## config.mk

```make
export PLATFORM = sky130hd
export DESIGN_NAME = hash_table_arbiter
export DESIGN_NICKNAME = d
export VERILOG_FILES = /design/src/rtl/hash_table_arbiter.sv
export SDC_FILE = /design/constraint.sdc
export NUM_CORES = 1
export LEC_CHECK = 0
export CORE_AREA = 2 2 248 250
export DETAILED_ROUTE_END_ITERATION = 8
export DIE_AREA = 0 0 250 252
export SLEW_MARGIN = 15
export SYNTH_ARGS = -nofsm -noshare
export SYNTH_HDL_FRONTEND = slang
export SYNTH_SLANG_ARGS = --single-unit
```

## constraint.sdc

```tcl
create_clock -name clk -period 5.7 [get_ports clk]
set_input_delay 1.14 -clock clk [delete_from_list [all_inputs] [get_ports clk]]
set_output_delay 1.14 -clock clk [all_outputs]
set_load 0.02 [all_outputs]
```

## src/rtl/hash_table_arbiter.sv

```systemverilog
// hash_table_arbiter
//   Shares one hash_table insert/lookup/erase engine among NUM_REQ requesters.
//   Round-robin grant, one operation in flight; key/value/strobes are held for
//   the table's IDLE->SEARCH->DONE walk and the result is returned as a
//   one-cycle pulse to the requester that was granted.
//
// Ports
//   clk, rst_n            clock, synchronous active-low reset
//   req_valid/req_ready   per-requester request / one-hot accept pulse
//   req_op/key/value      per-requester packed op (01 ins, 10 lkp, 11 ers), key, value
//   rsp_valid             one-hot response pulse (no backpressure)
//   rsp_success/value     result from the table
//   rsp_timeout           watchdog abort flag
//   ht_*                  hash_table key/value/strobes out; success/value_out/state in
//
// Build option
//   HT_ARB_TIMEOUT_EN     enables the WAIT-state watchdog (TIMEOUT_CYCLES);
//                         otherwise WAIT waits indefinitely and rsp_timeout is 0.
module hash_table_arbiter #(
  parameter int NUM_REQ        = 4,
  parameter int KEY_WIDTH      = 32,
  parameter int VALUE_WIDTH    = 64,
  parameter int TIMEOUT_CYCLES = 1024
) (
  input  logic                           clk,
  input  logic                           rst_n,
  input  logic [NUM_REQ-1:0]             req_valid,
  output logic [NUM_REQ-1:0]             req_ready,
  input  logic [2*NUM_REQ-1:0]           req_op,
  input  logic [KEY_WIDTH*NUM_REQ-1:0]   req_key,
  input  logic [VALUE_WIDTH*NUM_REQ-1:0] req_value,
  output logic [NUM_REQ-1:0]             rsp_valid,
  output logic                           rsp_success,
  output logic [VALUE_WIDTH-1:0]         rsp_value,
  output logic                           rsp_timeout,
  output logic [KEY_WIDTH-1:0]           ht_key,
  output logic [VALUE_WIDTH-1:0]         ht_value,
  output logic                           ht_insert,
  output logic                           ht_lookup,
  output logic                           ht_erase,
  input  logic                           ht_success,
  input  logic [VALUE_WIDTH-1:0]         ht_value_out,
  input  logic [1:0]                     ht_state
);

  localparam int          PTR_W  = (NUM_REQ > 1) ? $clog2(NUM_REQ) : 1;
  localparam int unsigned NREQ_U = NUM_REQ;

  localparam logic [1:0] HT_IDLE   = 2'd0;
  localparam logic [1:0] HT_DONE   = 2'd2;
  localparam logic [1:0] OP_RSVD   = 2'b00;
  localparam logic [1:0] OP_INSERT = 2'b01;
  localparam logic [1:0] OP_LOOKUP = 2'b10;
  localparam logic [1:0] OP_ERASE  = 2'b11;

  typedef enum logic [1:0] {ARB_IDLE, ARB_ISSUE, ARB_WAIT, ARB_RESP} arb_state_t;

  arb_state_t             state_q, state_d;
  logic [PTR_W-1:0]       ptr_q, ptr_d;
  logic [PTR_W-1:0]       gnt_q, gnt_d;
  logic [1:0]             op_q, op_d;
  logic [KEY_WIDTH-1:0]   key_q, key_d;
  logic [VALUE_WIDTH-1:0] value_q, value_d;
  logic                   success_q, success_d;
  logic [VALUE_WIDTH-1:0] rvalue_q, rvalue_d;
`ifdef HT_ARB_TIMEOUT_EN
  localparam int CNT_W = $clog2(TIMEOUT_CYCLES + 1);
  logic                   timeout_q, timeout_d;
  logic [CNT_W-1:0]       cnt_q, cnt_d;
`endif

  // First valid requester strictly after the pointer, wrapping around.
  logic             found;
  logic [PTR_W-1:0] pick;

  always_comb begin : rr_pick
    logic [PTR_W-1:0] cand;
    cand  = '0;
    found = 1'b0;
    pick  = ptr_q;
    for (int unsigned i = 1; i <= NREQ_U; i++) begin
      cand = PTR_W'((32'(ptr_q) + i) % NREQ_U);
      if (!found && req_valid[cand]) begin
        found = 1'b1;
        pick  = cand;
      end
    end
  end

  always_comb begin
    state_d   = state_q;
    ptr_d     = ptr_q;
    gnt_d     = gnt_q;
    op_d      = op_q;
    key_d     = key_q;
    value_d   = value_q;
    success_d = success_q;
    rvalue_d  = rvalue_q;
`ifdef HT_ARB_TIMEOUT_EN
    timeout_d = timeout_q;
    cnt_d     = cnt_q;
`endif
    req_ready   = '0;
    rsp_valid   = '0;
    rsp_success = 1'b0;
    rsp_value   = '0;
    ht_key      = '0;
    ht_value    = '0;
    ht_insert   = 1'b0;
    ht_lookup   = 1'b0;
    ht_erase    = 1'b0;

    unique case (state_q)
      ARB_IDLE: begin
        // rst_n gate keeps req_ready low while reset is held with requests pending.
        // Waiting for HT_IDLE also covers a table still walking after a watchdog abort.
        if (rst_n && found && ht_state == HT_IDLE) begin
          req_ready[pick] = 1'b1;
          gnt_d   = pick;
          ptr_d   = pick;
          op_d    = req_op[2*pick +: 2];
          key_d   = req_key[KEY_WIDTH*pick +: KEY_WIDTH];
          value_d = req_value[VALUE_WIDTH*pick +: VALUE_WIDTH];
          if (req_op[2*pick +: 2] == OP_RSVD) begin
            success_d = 1'b0;
            rvalue_d  = '0;
`ifdef HT_ARB_TIMEOUT_EN
            timeout_d = 1'b0;
`endif
            state_d   = ARB_RESP;
          end else begin
            state_d = ARB_ISSUE;
          end
        end
      end
      ARB_ISSUE: begin
        ht_key    = key_q;
        ht_value  = value_q;
        ht_insert = (op_q == OP_INSERT);
        ht_lookup = (op_q == OP_LOOKUP);
        ht_erase  = (op_q == OP_ERASE);
`ifdef HT_ARB_TIMEOUT_EN
        cnt_d     = '0;
`endif
        state_d   = ARB_WAIT;
      end
      ARB_WAIT: begin
        ht_key   = key_q;
        ht_value = value_q;
        // Erase stays asserted: the table's SEARCH walk samples it.
        ht_erase = (op_q == OP_ERASE);
        if (ht_state == HT_DONE) begin
          success_d = ht_success;
          rvalue_d  = ht_value_out;
`ifdef HT_ARB_TIMEOUT_EN
          timeout_d = 1'b0;
`endif
          state_d   = ARB_RESP;
        end
`ifdef HT_ARB_TIMEOUT_EN
        else if (cnt_q == CNT_W'(TIMEOUT_CYCLES - 1)) begin
          success_d = 1'b0;
          rvalue_d  = '0;
          timeout_d = 1'b1;
          state_d   = ARB_RESP;
        end else begin
          cnt_d = cnt_q + 1'b1;
        end
`endif
      end
      ARB_RESP: begin
        rsp_valid[gnt_q] = 1'b1;
        rsp_success      = success_q;
        rsp_value        = rvalue_q;
        state_d          = ARB_IDLE;
      end
      default: state_d = ARB_IDLE;
    endcase
  end

`ifdef HT_ARB_TIMEOUT_EN
  assign rsp_timeout = (state_q == ARB_RESP) && timeout_q;
`else
  assign rsp_timeout = 1'b0;
`endif

  always_ff @(posedge clk) begin
    if (!rst_n) begin
      state_q   <= ARB_IDLE;
      ptr_q     <= PTR_W'(NUM_REQ - 1);
      gnt_q     <= '0;
      op_q      <= '0;
      key_q     <= '0;
      value_q   <= '0;
      success_q <= 1'b0;
      rvalue_q  <= '0;
`ifdef HT_ARB_TIMEOUT_EN
      timeout_q <= 1'b0;
      cnt_q     <= '0;
`endif
    end else begin
      state_q   <= state_d;
      ptr_q     <= ptr_d;
      gnt_q     <= gnt_d;
      op_q      <= op_d;
      key_q     <= key_d;
      value_q   <= value_d;
      success_q <= success_d;
      rvalue_q  <= rvalue_d;
`ifdef HT_ARB_TIMEOUT_EN
      timeout_q <= timeout_d;
      cnt_q     <= cnt_d;
`endif
    end
  end

endmodule
```

### Yosys cells after proc, flatten, opt, wreduce, memory -nomap -nowiden

Cells that the tools add are included.

| storage, ports and cells | value |
|---|---|
| flip-flop bits (word level) | 169 |

| operators by class | value |
|---|---|
| add/subtract/negate cells | 4 |
| shifts and indexed selects | 3 |
| muxes and demuxes | 42 |
| equal/unequal tests | 10 |
| $lt $le $gt $ge | 8 |
| reduce and logical (&&, ||, !) cells | 18 |

Operators with widths:

| cell | count |
|---|---|
| $mux 64 | 5 |
| $shiftx 256x9->64 | 1 |
| $pmux 64 s2 | 1 |
| $shiftx 128x8->32 | 1 |
| $mux 32 | 1 |
| $lt 2x3->1 const B | 6 |
| $mux 1 | 17 |
| $mux 2 | 7 |
| $mux 4 | 3 |
| $eq 2x2->1 const B | 5 |
| $bmux 1 s2 | 4 |
| $pmux 2 s4 | 1 |
| $shiftx 8x4->2 | 1 |
| $logic_and 1x1->1 | 7 |
| $logic_not 2->1 | 3 |
| $ne 2x2->1 const B | 3 |
| $add 2x1->2 const B | 2 |
| $add 2x2->2 const B | 2 |
| $demux 1 s2 | 2 |
| $eq 2x1->1 const B | 2 |
| $ge 2x1->1 const B | 2 |
| $reduce_and 2->1 | 2 |
| $reduce_and 4->1 | 1 |
| $logic_not 1->1 | 3 |
| 3 further kinds | 3 |

### Depth between registers and ports, before layout

| logic depth | value |
|---|---|
| depth after elaboration | 19 |
| depth in mapped cells | 9 |
| mapped depth without buffers | 7 |

### Worst setup path before layout

OpenSTA, ideal clock, no wires.

| timing | value |
|---|---|
| kind | input to output |
| start | input req_valid[1] |
| end | output req_ready[2] |
| buffers on the path | 2 |
| setup slack | 1.942 ns |
| data required time | 4.560 ns |
| arrival | 2.618 ns |
| stages on the path | 6 |
| cells stage by stage | and2b_1 o31ai_1 clkbuf_1 buf_2 nand2_1 nor2_1 |

| on the way | value |
|---|---|
| longest elaborated chain between the ends | 18 |
| elaborated cells between the ends (all ways) | 31 |

RTL lines:

| item | RTL line | text |
|---|---|---|
| start, declared | 27 | `input logic [NUM_REQ-1:0] req_valid,` |
| $bmux 1 s2 | 83 | `if (!found && req_valid[cand]) begin` |
| $mux 1 (not written as such) | 83 |  |
| $mux 1 | 83 |  |
| $logic_not 1->1 | 83 |  |
| $logic_and 1x1->1 | 83 |  |
| $mux 1 | 83 |  |
| $logic_not 1->1 | 83 |  |
| $logic_and 1x1->1 | 83 |  |
| (+2 left out) | n/a |  |
| $logic_and 1x1->1 | 83 |  |
| $mux 2 | 83 |  |
| $lt 2x3->1 (not written as such) or $ge 2x1->1 (tied branches) | 118 | `req_ready[pick] = 1'b1;` |
| $logic_and 1x1->1 (not written as such) | 118 |  |
| $mux 1 (not written as such) | 118 |  |
| $demux 1 s2 | 118 |  |
| $mux 4 (*) | 117 | `if (rst_n && found && ht_state == HT_IDLE) begin` |
| $mux 4 (*) | 113 | `unique case (state_q)` |
| end, declared | 28 | `output logic [NUM_REQ-1:0] req_ready,` |

Mark *: on every way between the ends. The rest lies on a longest branch, timed or not. The select of a mux whose other input is x is not followed.

### Worst setup path in the final report

| timing | value |
|---|---|
| start | input req_valid[3] |
| end | output req_ready[1] |

Same word-level chain as after synthesis.

==> flow_summary.yaml <==
grt:
  grt_pass1_wl_mm: 74.50
  grt_use_total: 0.1566
  antenna_found_initial: 3
  grt_max_degree: 106
  grt_pass1_vias: 12100
  grt-ovfl-total: 0
logic_synthesis:
  synth-seq-cells: 169
  ys.flop_type: "dfxtp_1"
  synth_commonest_cells: "nand2_1 (392), nand3_1 (197), dfxtp_1 (169), and2_1 (161), and3_1 (100)"
  ys_seq_area_frac: 0.3417
  syn_area_sq_um: 9901
  yosysUniqueCellTypes: 43
  synth_edf_count: 0
  yosysMostFrequentCell: "nand2_1"
  netlist_instances: 1379
  synth_fp_nets: 1849
  synth_warnings: 0
  yosys.area.top_type_share: 0.3417
  postSynthAreaPerCell_sq_um: 7.180
  async_flop_share: 0
  synthTopCellsByArea: "dfxtp_1 (34%), nand2_1 (15%), and2_1 (10%)"
  yosysTopAreaCell: "dfxtp_1"
timing:
  tightestPinTransition_ps: 1154
  slew-limit-headroom: 0.2307
  fmax_mhz: 214.9
  setup_tns_ps: 0
  hold_viol_final: 0
  fin_crit_sh: 0.8165
  clock_skew_ps: 11.68
  fin_crit_ps: 4654
  rsz0062_at_grt: "no"
  report.final.slew_viol_count: 0
  setup_viol: 0
  hold_slack_ps: 473.6
detailed_routing:
  avgRoutedWirePerCell_um: 18.81
  drt_iter0_drc: 568
  drcViolationCount: 0
  vias: 12120
  dr.pass1.iters: 5
  wirelength_mm: 51.21
  vias_per_cell: 4.453
  ant_nets: 0
floorplanning:
  die_x_um: 250
  die_h_um: 252
  initial_core_util: 0.1646
  die-area_sq_um: 63000
  io_pins: 638
  core_sq_um: 60130
  core.rowCount: 90
outcome:
  status: "complete, no violations"
clock_tree:
  clock_sinks: 169
  cts_max_level: 4
  clockBufferDepth: 2
  cts_tree: "done"
  cts_buffers: 17
  path_clk_slew_ps: 80
  ctsResizeCount: 0
  insertion_delay_ps: 490
  cts_setup_buffers: 0
  postCtsHoldBufs: 0
  cts_root_buf: "clkbuf_16"
worst_hold_path:
  min_path_type: "reg -> reg"
  min_path_cells: 1
  hold_path.startpoint: "rvalue_q[27]"
power_and_ir_drop:
  power.static_leakage_nw: 7.261
  powerDensity_nw_per_um2: 241.3
  max-vdd-ir-drop_uv: 242.1
worst_setup_path:
  critPathMaxStageDelay_ps: 860
  r2r_cells: 8
  cp.required_ps: 4560
  cp-startpoint: "req_valid[3]"
  cp.arrival_ps: 3510
  criticalPathCategory: "in -> out"
  cp_max_fo: 4
  cp-end-kind: "output port"
  reg2reg_from: "ptr_q[0]"
  slowest_stage: "nor4_1"
  path_cells: "clkdlybuf4s50_1, nor4_1, nor3_1, nand2_4, nor3_1, clkdlybuf4s50_1"
  startpoint_type: "input pin"
cells_and_area:
  drive_gt1_frac: 0.08105
  area_growth_syn_to_layout_pct: 77.37
  fin_nets: 2394
  fillCellCount: 6490
placed_design:
  portBuffers: 636
  gp_congestion: 0.8654
  dp_hpwl_mm: 38.15
job:
  max_cap_viol_count: 0
[flip-flops by register name (all words and copies together), names as in the netlist]
name,flops
rvalue_q,64
value_q,64
key_q,32
gnt_q,2
op_q,2
ptr_q,2
state_q,2
success_q,1
[worst paths after layout]
| path | to | slack (ps) |
|---|---|---|
| setup / recovery | req_ready[1] | 1050 |
| hold / removal | rvalue_q[27] | 470 |
| setup reg to reg | rvalue_q[16] | 2180 |
| hold reg to reg | rvalue_q[27] | 470 |
[where the power goes]
part,leakage (nW),switching (W),internal [W]
registers,1.37,0.0000558,0.00130
logic,5.59,0.000900,0.000729
clock network,0.295,0.000657,0.000601
[logic make-up after synthesis]
family | after synthesis | synth area share
fa+ha+maj | 5 | 0.006319
compound gates | 185 | 0.1585
buf+inv | 133 | 0.05712
other cells | 1 | 0.0003788
simple gates | 880 | 0.4297
mux | 6 | 0.006319
flops | 169 | 0.3417
[layer usage]
layer / track usage / part of all wire / up-vias
li1: - / - / 5808
met1: 0.1767 / 0.40 / 5695
met2: 0.2671 / 0.48 / 544
met3: 0.05210 / 0.081 / 74
met4: 0.07305 / 0.035 / 0
met5: 0 / 0 / -
[cells in the final DEF, fill, tap and decap left out, types with 13 or more instances in the layout]
cell type / netlist / routed
clkdlybuf4s50_1: 0 / 635
nand2_1: 392 / 391
nand3_1: 197 / 196
dfxtp_1: 169 / 169
and2_1: 161 / 161
and3_1: 100 / 98
a31o_2: 92 / 92
a22o_1: 65 / 65
buf_4: 2 / 18
clkbuf_16: 0 / 17
nor2_1: 13 / 13
[worst max-delay path, delay by kind of cell]
kind	cells	cell delay, ps
buf+inv	2	1050
simple gates	4	1320
[cell type report]
class	instances	area (sq um)	area share
repair buffers	655	6531	0.3719
multi-input cells	1077	6032	0.3435
flip-flops and latches	169	3383	0.1927
well taps	782	978.4	0.05572
clock buffers	17	425.4	0.02423
clock inverters	15	187.7	0.01069
inverters	4	15.01	0.0008550
diodes	3	7.507	0.0004275
[stage by stage]
| step | setup WS (ps) | total power, W | utilization | area [sq um] | cells |
|---|---|---|---|---|---|
| after global routing | 969.7 | 0.004488 | 0.2919 | 17550 | 2719 |
| after floorplan | 1942 | 0.002219 | - | 9901 | 1379 |
| final | 1046 | 0.004238 | 0.2920 | 17560 | 2722 |
| after global placement | 1087 | 0.002996 | 0.2817 | 16940 | 2687 |
| after CTS | 1094 | 0.004324 | 0.2919 | 17550 | 2719 |
| after detailed placement | 1067 | 0.003021 | 0.2817 | 16940 | 2687 |
(Power assumes the default switching activity.)
